## config.mk

```make
export PLATFORM = sky130hd
export DESIGN_NAME = axis_bram_avg_reader
export DESIGN_NICKNAME = d
export VERILOG_FILES = /design/src/rtl/axis_avg_pkg.sv /design/src/rtl/axis_skid_buf2.sv /design/src/rtl/axis_bram_avg_reader.sv
export SDC_FILE = /design/constraint.sdc
export NUM_CORES = 1
export LEC_CHECK = 0
export BUFFER_PORTS_ARGS = -buffer_cell sky130_fd_sc_hd__buf_2
export CAP_MARGIN = 20
export CORE_MARGIN = 1.5
export CORE_UTILIZATION = 45
export DETAILED_ROUTE_END_ITERATION = 10
export GPL_ROUTABILITY_DRIVEN = 0
export HOLD_SLACK_MARGIN = 0.03
export PLACE_DENSITY_LB_ADDON = 0.08
export REMOVE_ABC_BUFFERS = 1
export SLEW_MARGIN = 25
export SYNTH_ARGS = -nofsm -noshare
export SYNTH_HDL_FRONTEND = slang
export SYNTH_HIERARCHICAL = 1
export SYNTH_SLANG_ARGS = --single-unit
export TNS_END_PERCENT = 50
```

## constraint.sdc

```tcl
create_clock -name aclk -period 6.9 [get_ports aclk]
set_input_delay 0.345 -clock aclk [delete_from_list [all_inputs] [get_ports aclk]]
set_output_delay 0.345 -clock aclk [all_outputs]
set_load 0.03 [all_outputs]
```

## src/rtl/axis_avg_pkg.sv

```systemverilog
// Shared types and constants for the BRAM averager read-out path.
package axis_avg_pkg;

    typedef enum logic [1:0] {
        IDLE  = 2'd0,
        READ  = 2'd1,
        DRAIN = 2'd2
    } state_t;

    localparam int BRAM_RD_LATENCY = 1;
    localparam int SKID_DEPTH      = 2;

endpackage

```

## src/rtl/axis_skid_buf2.sv

```systemverilog
// Two-entry register FIFO carrying {tlast, tdata} with an AXI4-Stream read side.
module axis_skid_buf2 #(
    parameter int DW = 32
) (
    input  logic          aclk,
    input  logic          aresetn,
    input  logic          wr_en,
    input  logic [DW-1:0] wr_data,
    input  logic          wr_last,
    output logic          full,
    output logic          almost_full,
    output logic [DW-1:0] m_tdata,
    output logic          m_tvalid,
    input  logic          m_tready,
    output logic          m_tlast
);
    import axis_avg_pkg::*;

    logic [DW:0] mem [SKID_DEPTH];
    logic        wr_ptr;
    logic        rd_ptr;
    logic [1:0]  cnt;
    logic        pop;

    assign pop         = m_tvalid & m_tready;
    assign full        = (cnt == 2'(SKID_DEPTH));
    assign almost_full = (cnt == 2'(SKID_DEPTH - 1));
    assign m_tvalid    = (cnt != 2'd0);
    assign {m_tlast, m_tdata} = mem[rd_ptr];

    // The head entry is only replaced by advancing rd_ptr, so the
    // presented beat holds steady while the consumer stalls.
    always_ff @(posedge aclk) begin
        if (!aresetn) begin
            for (int i = 0; i < SKID_DEPTH; i++) begin
                mem[i] <= '0;
            end
            wr_ptr <= 1'b0;
            rd_ptr <= 1'b0;
            cnt    <= 2'd0;
        end else begin
            if (wr_en) begin
                mem[wr_ptr] <= {wr_last, wr_data};
                wr_ptr      <= ~wr_ptr;
            end
            if (pop) begin
                rd_ptr <= ~rd_ptr;
            end
            cnt <= cnt + 2'(wr_en) - 2'(pop);
        end
    end

endmodule

```

## src/rtl/axis_bram_avg_reader.sv

```systemverilog
// Streams accumulated sums from BRAM port B onto an AXI4-Stream master.
// Optional AVG_SHIFT_EN adds avg_shift: arithmetic right shift of each word.
module axis_bram_avg_reader #(
    parameter int AXIS_TDATA_WIDTH = 32,
    parameter int BRAM_DATA_WIDTH  = 32,
    parameter int BRAM_ADDR_WIDTH  = 16
) (
    input  logic                        aclk,
    input  logic                        aresetn,
    input  logic                        start,
    input  logic [15:0]                 nsamples,
`ifdef AVG_SHIFT_EN
    input  logic [4:0]                  avg_shift,
`endif
    output logic                        busy,
    output logic                        done,
    output logic                        bram_portb_clk,
    output logic                        bram_portb_rst,
    output logic [BRAM_ADDR_WIDTH-1:0]  bram_portb_addr,
    output logic [BRAM_DATA_WIDTH-1:0]  bram_portb_wrdata,
    input  logic [BRAM_DATA_WIDTH-1:0]  bram_portb_rddata,
    output logic                        bram_portb_we,
    output logic [AXIS_TDATA_WIDTH-1:0] m_axis_tdata,
    output logic                        m_axis_tvalid,
    input  logic                        m_axis_tready,
    output logic                        m_axis_tlast
);
    import axis_avg_pkg::*;

    state_t state, state_next;

    logic                       start_d;
    logic                       start_edge;
    logic [15:0]                nlat;
    logic [15:0]                rd_cnt;
    logic [15:0]                out_cnt;
    logic [BRAM_RD_LATENCY-1:0] rd_vld;
    logic [BRAM_RD_LATENCY-1:0] rd_last;
    logic                       load;
    logic                       issue;
    logic                       done_next;
    logic                       pop;
    logic                       room;
    logic [1:0]                 occ;
    logic                       skid_full;
    logic                       skid_afull;
    logic [BRAM_DATA_WIDTH-1:0] wr_data;
    logic [BRAM_DATA_WIDTH-1:0] skid_tdata;
    logic                       rd_is_last;
    logic                       out_is_last;

    assign bram_portb_clk    = aclk;
    assign bram_portb_rst    = ~aresetn;
    assign bram_portb_wrdata = '0;
    assign bram_portb_we     = 1'b0;

    assign start_edge  = start & ~start_d;
    assign busy        = (state != IDLE);
    assign pop         = m_axis_tvalid & m_axis_tready;
    assign rd_is_last  = (rd_cnt == nlat - 16'd1);
    assign out_is_last = (out_cnt == nlat - 16'd1);

    // Slots committed after this cycle's pop; a new read may only go
    // out if its data is guaranteed a free skid entry.
    assign occ  = {skid_full, skid_afull} - {1'b0, pop}
                + {1'b0, rd_vld[BRAM_RD_LATENCY-1]};
    assign room = (occ < 2'(SKID_DEPTH));

`ifdef AVG_SHIFT_EN
    logic [4:0] shift_lat;
    assign wr_data = $signed(bram_portb_rddata) >>> shift_lat;
`else
    assign wr_data = bram_portb_rddata;
`endif

    always_ff @(posedge aclk) begin
        if (!aresetn) begin
            state <= IDLE;
        end else begin
            state <= state_next;
        end
    end

    always_comb begin
        state_next = state;
        done_next  = 1'b0;
        load       = 1'b0;
        issue      = 1'b0;
        unique case (state)
            IDLE: begin
                if (start_edge) begin
                    if (nsamples == 16'd0) begin
                        done_next = 1'b1;
                    end else begin
                        load       = 1'b1;
                        state_next = READ;
                    end
                end
            end
            READ: begin
                if (room) begin
                    issue = 1'b1;
                    if (rd_is_last) begin
                        state_next = DRAIN;
                    end
                end
            end
            DRAIN: begin
                if (pop && out_is_last) begin
                    done_next  = 1'b1;
                    state_next = IDLE;
                end
            end
            default: state_next = IDLE;
        endcase
    end

    always_ff @(posedge aclk) begin
        if (!aresetn) begin
            start_d         <= 1'b0;
            done            <= 1'b0;
            nlat            <= '0;
            rd_cnt          <= '0;
            out_cnt         <= '0;
            rd_vld          <= '0;
            rd_last         <= '0;
            bram_portb_addr <= '0;
`ifdef AVG_SHIFT_EN
            shift_lat       <= '0;
`endif
        end else begin
            start_d <= start;
            done    <= done_next;
            rd_vld  <= BRAM_RD_LATENCY'(issue);
            rd_last <= BRAM_RD_LATENCY'(issue & rd_is_last);
            if (load) begin
                nlat    <= nsamples;
                rd_cnt  <= '0;
                out_cnt <= '0;
`ifdef AVG_SHIFT_EN
                shift_lat <= avg_shift;
`endif
            end else begin
                if (issue) begin
                    rd_cnt <= rd_cnt + 16'd1;
                end
                if (pop) begin
                    out_cnt <= out_cnt + 16'd1;
                end
            end
            if (issue) begin
                bram_portb_addr <= BRAM_ADDR_WIDTH'(rd_cnt);
            end else if (state_next == IDLE) begin
                bram_portb_addr <= '0;
            end
        end
    end

    axis_skid_buf2 #(
        .DW(BRAM_DATA_WIDTH)
    ) u_skid (
        .aclk        (aclk),
        .aresetn     (aresetn),
        .wr_en       (rd_vld[BRAM_RD_LATENCY-1]),
        .wr_data     (wr_data),
        .wr_last     (rd_last[BRAM_RD_LATENCY-1]),
        .full        (skid_full),
        .almost_full (skid_afull),
        .m_tdata     (skid_tdata),
        .m_tvalid    (m_axis_tvalid),
        .m_tready    (m_axis_tready),
        .m_tlast     (m_axis_tlast)
    );

    assign m_axis_tdata = AXIS_TDATA_WIDTH'(skid_tdata);

endmodule
```

==> impl_metrics.env, run 1 <==
export IMPL_grt_pass1_vias=5175
export IMPL_r2r_cells=10
export IMPL_crit_arrival_ns=3.86
export IMPL_io_pins=139
export IMPL_syn_area_um2=7350
export IMPL_synth_seq_cells=141
export IMPL_p_total_uw=2590
export IMPL_hold_start="start"
export IMPL_peakVddDrop_mv=0.314
export IMPL_hold_viol_final=0
export IMPL_maxSlewHeadroom=0.407
export IMPL_yosysWarnings=6
export IMPL_layout_drive_gt1_share=0.243
export IMPL_num_rows=46
export IMPL_grt_max_degree=46
export IMPL_synthCells=732
export IMPL_finClkSkew_ns=0.00651
export IMPL_end_kind="output port"
export IMPL_yosysTopAreaCell="edfxtp_1"
export IMPL_rsz0062_at_grt="no"
export IMPL_ff2ff_setup_slack_ns=3.81
export IMPL_synthTopCellsByArea="edfxtp_1 27%, dfxtp_1 20%, nor2_1 6.1%"
export IMPL_startpoint="aclk"
export IMPL_synth_most_common_cell="nor2_1"
export IMPL_finish_instance_area_um2=8450
export IMPL_dp_hpwl_um=11200
export IMPL_area_growth_pct=15.0
export IMPL_vias=5446
export IMPL_synth_top_cell_area_share=0.270
export IMPL_dr_pass1_iters=5
export IMPL_ys_top_cells_by_count="120 x nor2_1, 75 x dfxtp_1, 74 x nand2_1"
export IMPL_routed_via_density=5.23
export IMPL_avgSynthCellArea_um2=10.0
export IMPL_max_cap_viol_count=0
export IMPL_die_area_um2=17100
export IMPL_post_cts_buffers=0
export IMPL_start_util=0.461
export IMPL_tightest_slew_ns=0.890
export IMPL_die_h_um=131
export IMPL_die_w_um=131
export IMPL_hold_depth=2
export IMPL_synth_enable_flop_cells=66
export IMPL_fin_nets=872
export IMPL_ys_flop_type="dfxtp_1"
export IMPL_grt_usage=0.201
export IMPL_wire_per_inst_um=16.0
export IMPL_async_reset_ff_frac=0
export IMPL_postCtsHoldBufs=0
export IMPL_first_iter_violations=398
export IMPL_tns_ns=0
export IMPL_setup_violations=0
export IMPL_p_leak_uw=0.00337
export IMPL_synth_cell_type_count=67
export IMPL_cts_tree="yes"
export IMPL_r2r_end="rd_cnt[14]"
export IMPL_drt_total_wl_um=16700
export IMPL_diodes=0
export IMPL_clk_pin_slew_ns=0.06
export IMPL_worst_slack_ns=2.70
export IMPL_grt_pass1_wl_um=25800
export IMPL_status="finished clean"
export IMPL_ys_seq_area_frac=0.474
export IMPL_antenna_found_initial=1
export IMPL_core_um2=15900
export IMPL_min_to="start_d"
export IMPL_numPortBuffers=105
export IMPL_hold_class="in2reg"
export IMPL_clk_latency_ns=0.53
export IMPL_grt_overflow=0
export IMPL_post_cts_resized=0
export IMPL_r2r_start="u_skid/cnt[0]"
export IMPL_dpl_cell_area_um2=7800
export IMPL_powerDensity_nw_per_um2=306
export IMPL_ant_nets=0
export IMPL_drc=0
export IMPL_worstPathMaxFanout=2
export IMPL_required_ns=6.55
export IMPL_critPathLaunchType="clock port"
export IMPL_place_ws_ns=2.95
export IMPL_critical_path_class="clk2out"
export IMPL_final_max_slew_viol_count=0
cells by family after synthesis:
kind of cell    share of synthesized area
xor+xnor                           0.0838
mux                                0.0778
simple gates                        0.193
other cells                      0.000510
flops                               0.474
compound gates                     0.0819
buf+inv                            0.0787
fa+ha+maj                          0.0102
how the worst max path moves through the flow:
stage	end	slack [ns]	cells after the start
final	bram_portb_clk	2.70	3
after global routing	bram_portb_clk	2.69	3
after CTS	bram_portb_clk	2.69	3
after detailed placement	bram_portb_clk	2.95	1
after global placement	bram_portb_clk	2.95	1
after floorplan	bram_portb_clk	3.11	0
cell usage in the layout (no fill, tap or decap), types with 10 or more instances in the layout:
cell,count
nand4_1,12
buf_2,105
nand2_1,73
dfxtp_1,75
nor2_1,120
edfxtp_1,66
nand3_1,14
mux2i_1,20
conb_1,33
a21oi_1,27
mux2_2,33
or3_1,10
xor2_1,31
xnor2_1,29
inv_1,12
clkbuf_16,20
o21ai_0,10
per-layer routing:
metal	up-vias	global-route usage	wire length, um	share of wire
li1	2646	-	-	-
met1	2581	0.252	7360	0.44
met2	185	0.333	7970	0.48
met3	32	0.0452	1030	0.062
met4	2	0.0899	313	0.019
met5	-	0	9	0.00054
where the power goes:
group	internal, uW	switching, uW
logic	217	392
clock network	641	369
registers	931	35.8
total	1790	797
per-stage QoR:
step | instances | utilization | hold slack, ns
floorplan | 679 | - | 0.345
global placement | 1008 | 0.489 | 0.459
detailed placement | 1008 | 0.489 | 0.478
CTS | 1042 | 0.530 | 0.0384
global route | 1042 | 0.530 | 0.0640
finish | 1042 | 0.530 | 0.0580
flip-flops by register name, indices dropped and copies added (netlist names), named ones only:
name             cells
bram_portb_addr     16
out_cnt             16
u_skid/wr_ptr        1
u_skid/mem          66
start_d              1
u_skid/rd_ptr        1
nlat                16
done                 1
u_skid/cnt           2
state                2
rd_last              1
rd_vld               1
rd_cnt              16
worst max-delay path: stages:
cell,delay [ns]
clkbuf_16,0.12
clkbuf_16,0.13
buf_2,0.16
area by class of cell:
cell class,instances,area (um^2)
flip-flops and latches,141,3480
well taps,216,270
fillers,1504,7490
multi-input cells,525,3410
repair buffers,112,581
clock inverters,12,146
clock buffers,23,513
inverters,13,48.8
Power figures use the tool's default switching activity.
==> inputs of run 2 (changes only) <==
- clock period: 6.9 -> 4.1 ns (I/O delays scaled with it)
==> run 2 against run 1 <==
Sequential power is 69% higher. Worst hold slack better by 0.059 ns. Non-clock buffer count is 51 higher. Clock power is 58% higher. First-iteration DRC count is 28% lower. Sequential cell count stayed put. Cell count is 5.1% higher. Final area is 5.6% higher. Critical path depth is 6 higher. Critical path type is now reg2reg. Largest power group is now sequential cells.
==> impl_metrics.env, run 2 (same netlist as run 1, synthesis figures left out) <==
export IMPL_status="finished clean"
export IMPL_dr_pass1_iters=6
export IMPL_fin_crit_ns=3.10
export IMPL_die_area_um2=17100
export IMPL_rsz0062_at_grt="no"
export IMPL_num_rows=46
export IMPL_clock_power_share=0.373
export IMPL_final_cell_mix="120 x nor2_1, 105 x buf_2, 75 x dfxtp_1"
export IMPL_period_share=0.756
export IMPL_grt_pass1_vias=5423
export IMPL_post_cts_resized=0
export IMPL_tightest_slew_ns=0.850
export IMPL_grt_overflow=0
export IMPL_layout_drive_gt1_share=0.231
export IMPL_finClkSkew_ns=0.00711
export IMPL_combPwrFrac=0.248
export IMPL_area_growth_pct=21.5
export IMPL_drt_total_wl_um=17100
export IMPL_routed_via_density=5.13
export IMPL_p_sw_uw=1360
export IMPL_core_um2=15900
export IMPL_multi_input_area_um2=3410
export IMPL_regArea_um2=3480
export IMPL_fmax_mhz=323
export IMPL_swShare=0.318
export IMPL_cp_slowest_stage_delay_ns=0.53
export IMPL_critPathLaunchType="flop"
export IMPL_io_pins=139
export IMPL_grt_usage=0.205
export IMPL_vias=5618
export IMPL_top_register="u_skid/mem"
export IMPL_drc=0
export IMPL_cp_slowest_cell="or3b_1"
export IMPL_fin_nets=923
export IMPL_maxSlewHeadroom=0.433
export IMPL_clk_pin_slew_ns=0.06
export IMPL_setup_violations=0
export IMPL_required_ns=4.47
export IMPL_hold_viol_final=0
export IMPL_largest_register_ffs=66
export IMPL_dp_hpwl_um=11400
export IMPL_critical_path_class="reg2reg"
export IMPL_wire_per_inst_um=15.6
export IMPL_p_total_uw=4300
export IMPL_grt_pass1_wl_um=26700
export IMPL_crit_chain="inv_1, ha_1, or3b_1, nor4_2, xor2_1, a2111oi_1, nand4_2, nand3_4, a311oi_1"
export IMPL_cts_tree="yes"
export IMPL_die_w_um=131
export IMPL_p_leak_uw=0.00355
export IMPL_numPortBuffers=105
export IMPL_post_cts_buffers=0
export IMPL_worstPathMaxFanout=16
export IMPL_die_h_um=131
export IMPL_tns_ns=0
export IMPL_first_iter_violations=285
export IMPL_final_max_slew_viol_count=0
export IMPL_end_kind="flop"
export IMPL_crit_arrival_ns=3.47
export IMPL_ant_nets=0
export IMPL_powerDensity_nw_per_um2=481
export IMPL_final_common_cell="nor2_1"
export IMPL_antenna_found_initial=1
export IMPL_start_util=0.461
export IMPL_p_int_uw=2930
export IMPL_clk_latency_ns=0.53
export IMPL_max_cap_viol_count=0
export IMPL_hold_class="in2reg"
export IMPL_fillCellCount=1445
export IMPL_peakVddDrop_mv=0.407
export IMPL_grt_max_degree=46
export IMPL_p_seq_frac=0.379
[run 2: cell type report]
type	instances	area share
repair buffers	163	0.122
clock inverters	14	0.0133
diodes	1	0.000280
well taps	216	0.0303
multi-input cells	525	0.382
clock buffers	22	0.0571
flip-flops and latches	141	0.390
inverters	13	0.00547
[run 2: per-layer routing]
layer | up-vias | global-route usage | part of all wire
li1 | 2742 | - | -
met3 | 26 | 0.0586 | 0.061
met5 | - | 0 | 0
met4 | 0 | 0.0795 | 0.019
met2 | 175 | 0.358 | 0.49
met1 | 2675 | 0.238 | 0.43
[run 2: critical path: cells and delay by family, from the launching register on]
| family | cells | cell delay [ns] |
|---|---|---|
| buffers and inverters | 1 | 0.09 |
| xor gates and xnor gates | 1 | 0.12 |
| AOI/OAI and AO/OA | 2 | 0.68 |
| and+or+nand+nor | 4 | 1.44 |
| adders and majority gates | 1 | 0.20 |
| DFF | 1 | 0.40 |
[run 2: metrics by stage]
step	setup WS (ns)	hold WS, ns	util	std cells	instance area (um^2)
3_3_place_gp	1.20	0.372	0.490	1010	7810
2_1_floorplan	1.20	0.205	-	679	6940
6_report	1.00	0.117	0.560	1095	8930
4_1_cts	0.991	0.112	0.560	1094	8920
3_5_place_dp	1.05	0.372	0.490	1010	7810
5_1_grt	0.880	0.135	0.560	1095	8930
[run 2: repair_timing]
item                       CTS  global route
hold buffers                49             0
setup endpoints to repair    0             0
hold endpoints to repair    79             0
[run 2: power by group through the flow]
stage                     Combinational (uW)  Sequential (uW)  Clock, uW
after detailed placement                1020             1660       30.7
after global placement                  1020             1650       30.7
final                                   1060             1630       1600
after global routing                    1150             1640       1700
after CTS                               1070             1630       1640
after floorplan                          738             1670          0
[run 2: final timing paths]
| path | startpoint | to | slack, ns | depth (start not counted) |
|---|---|---|---|---|
| worst max-delay path | nlat[0] | bram_portb_addr[4] | 1.00 | 9 |
| worst min-delay path | m_axis_tready | u_skid/rd_ptr | 0.12 | 3 |
| worst max register to register | nlat[0] | bram_portb_addr[4] | 1.00 | 9 |
| worst min register to register | u_skid/rd_ptr | u_skid/rd_ptr | 0.48 | 2 |
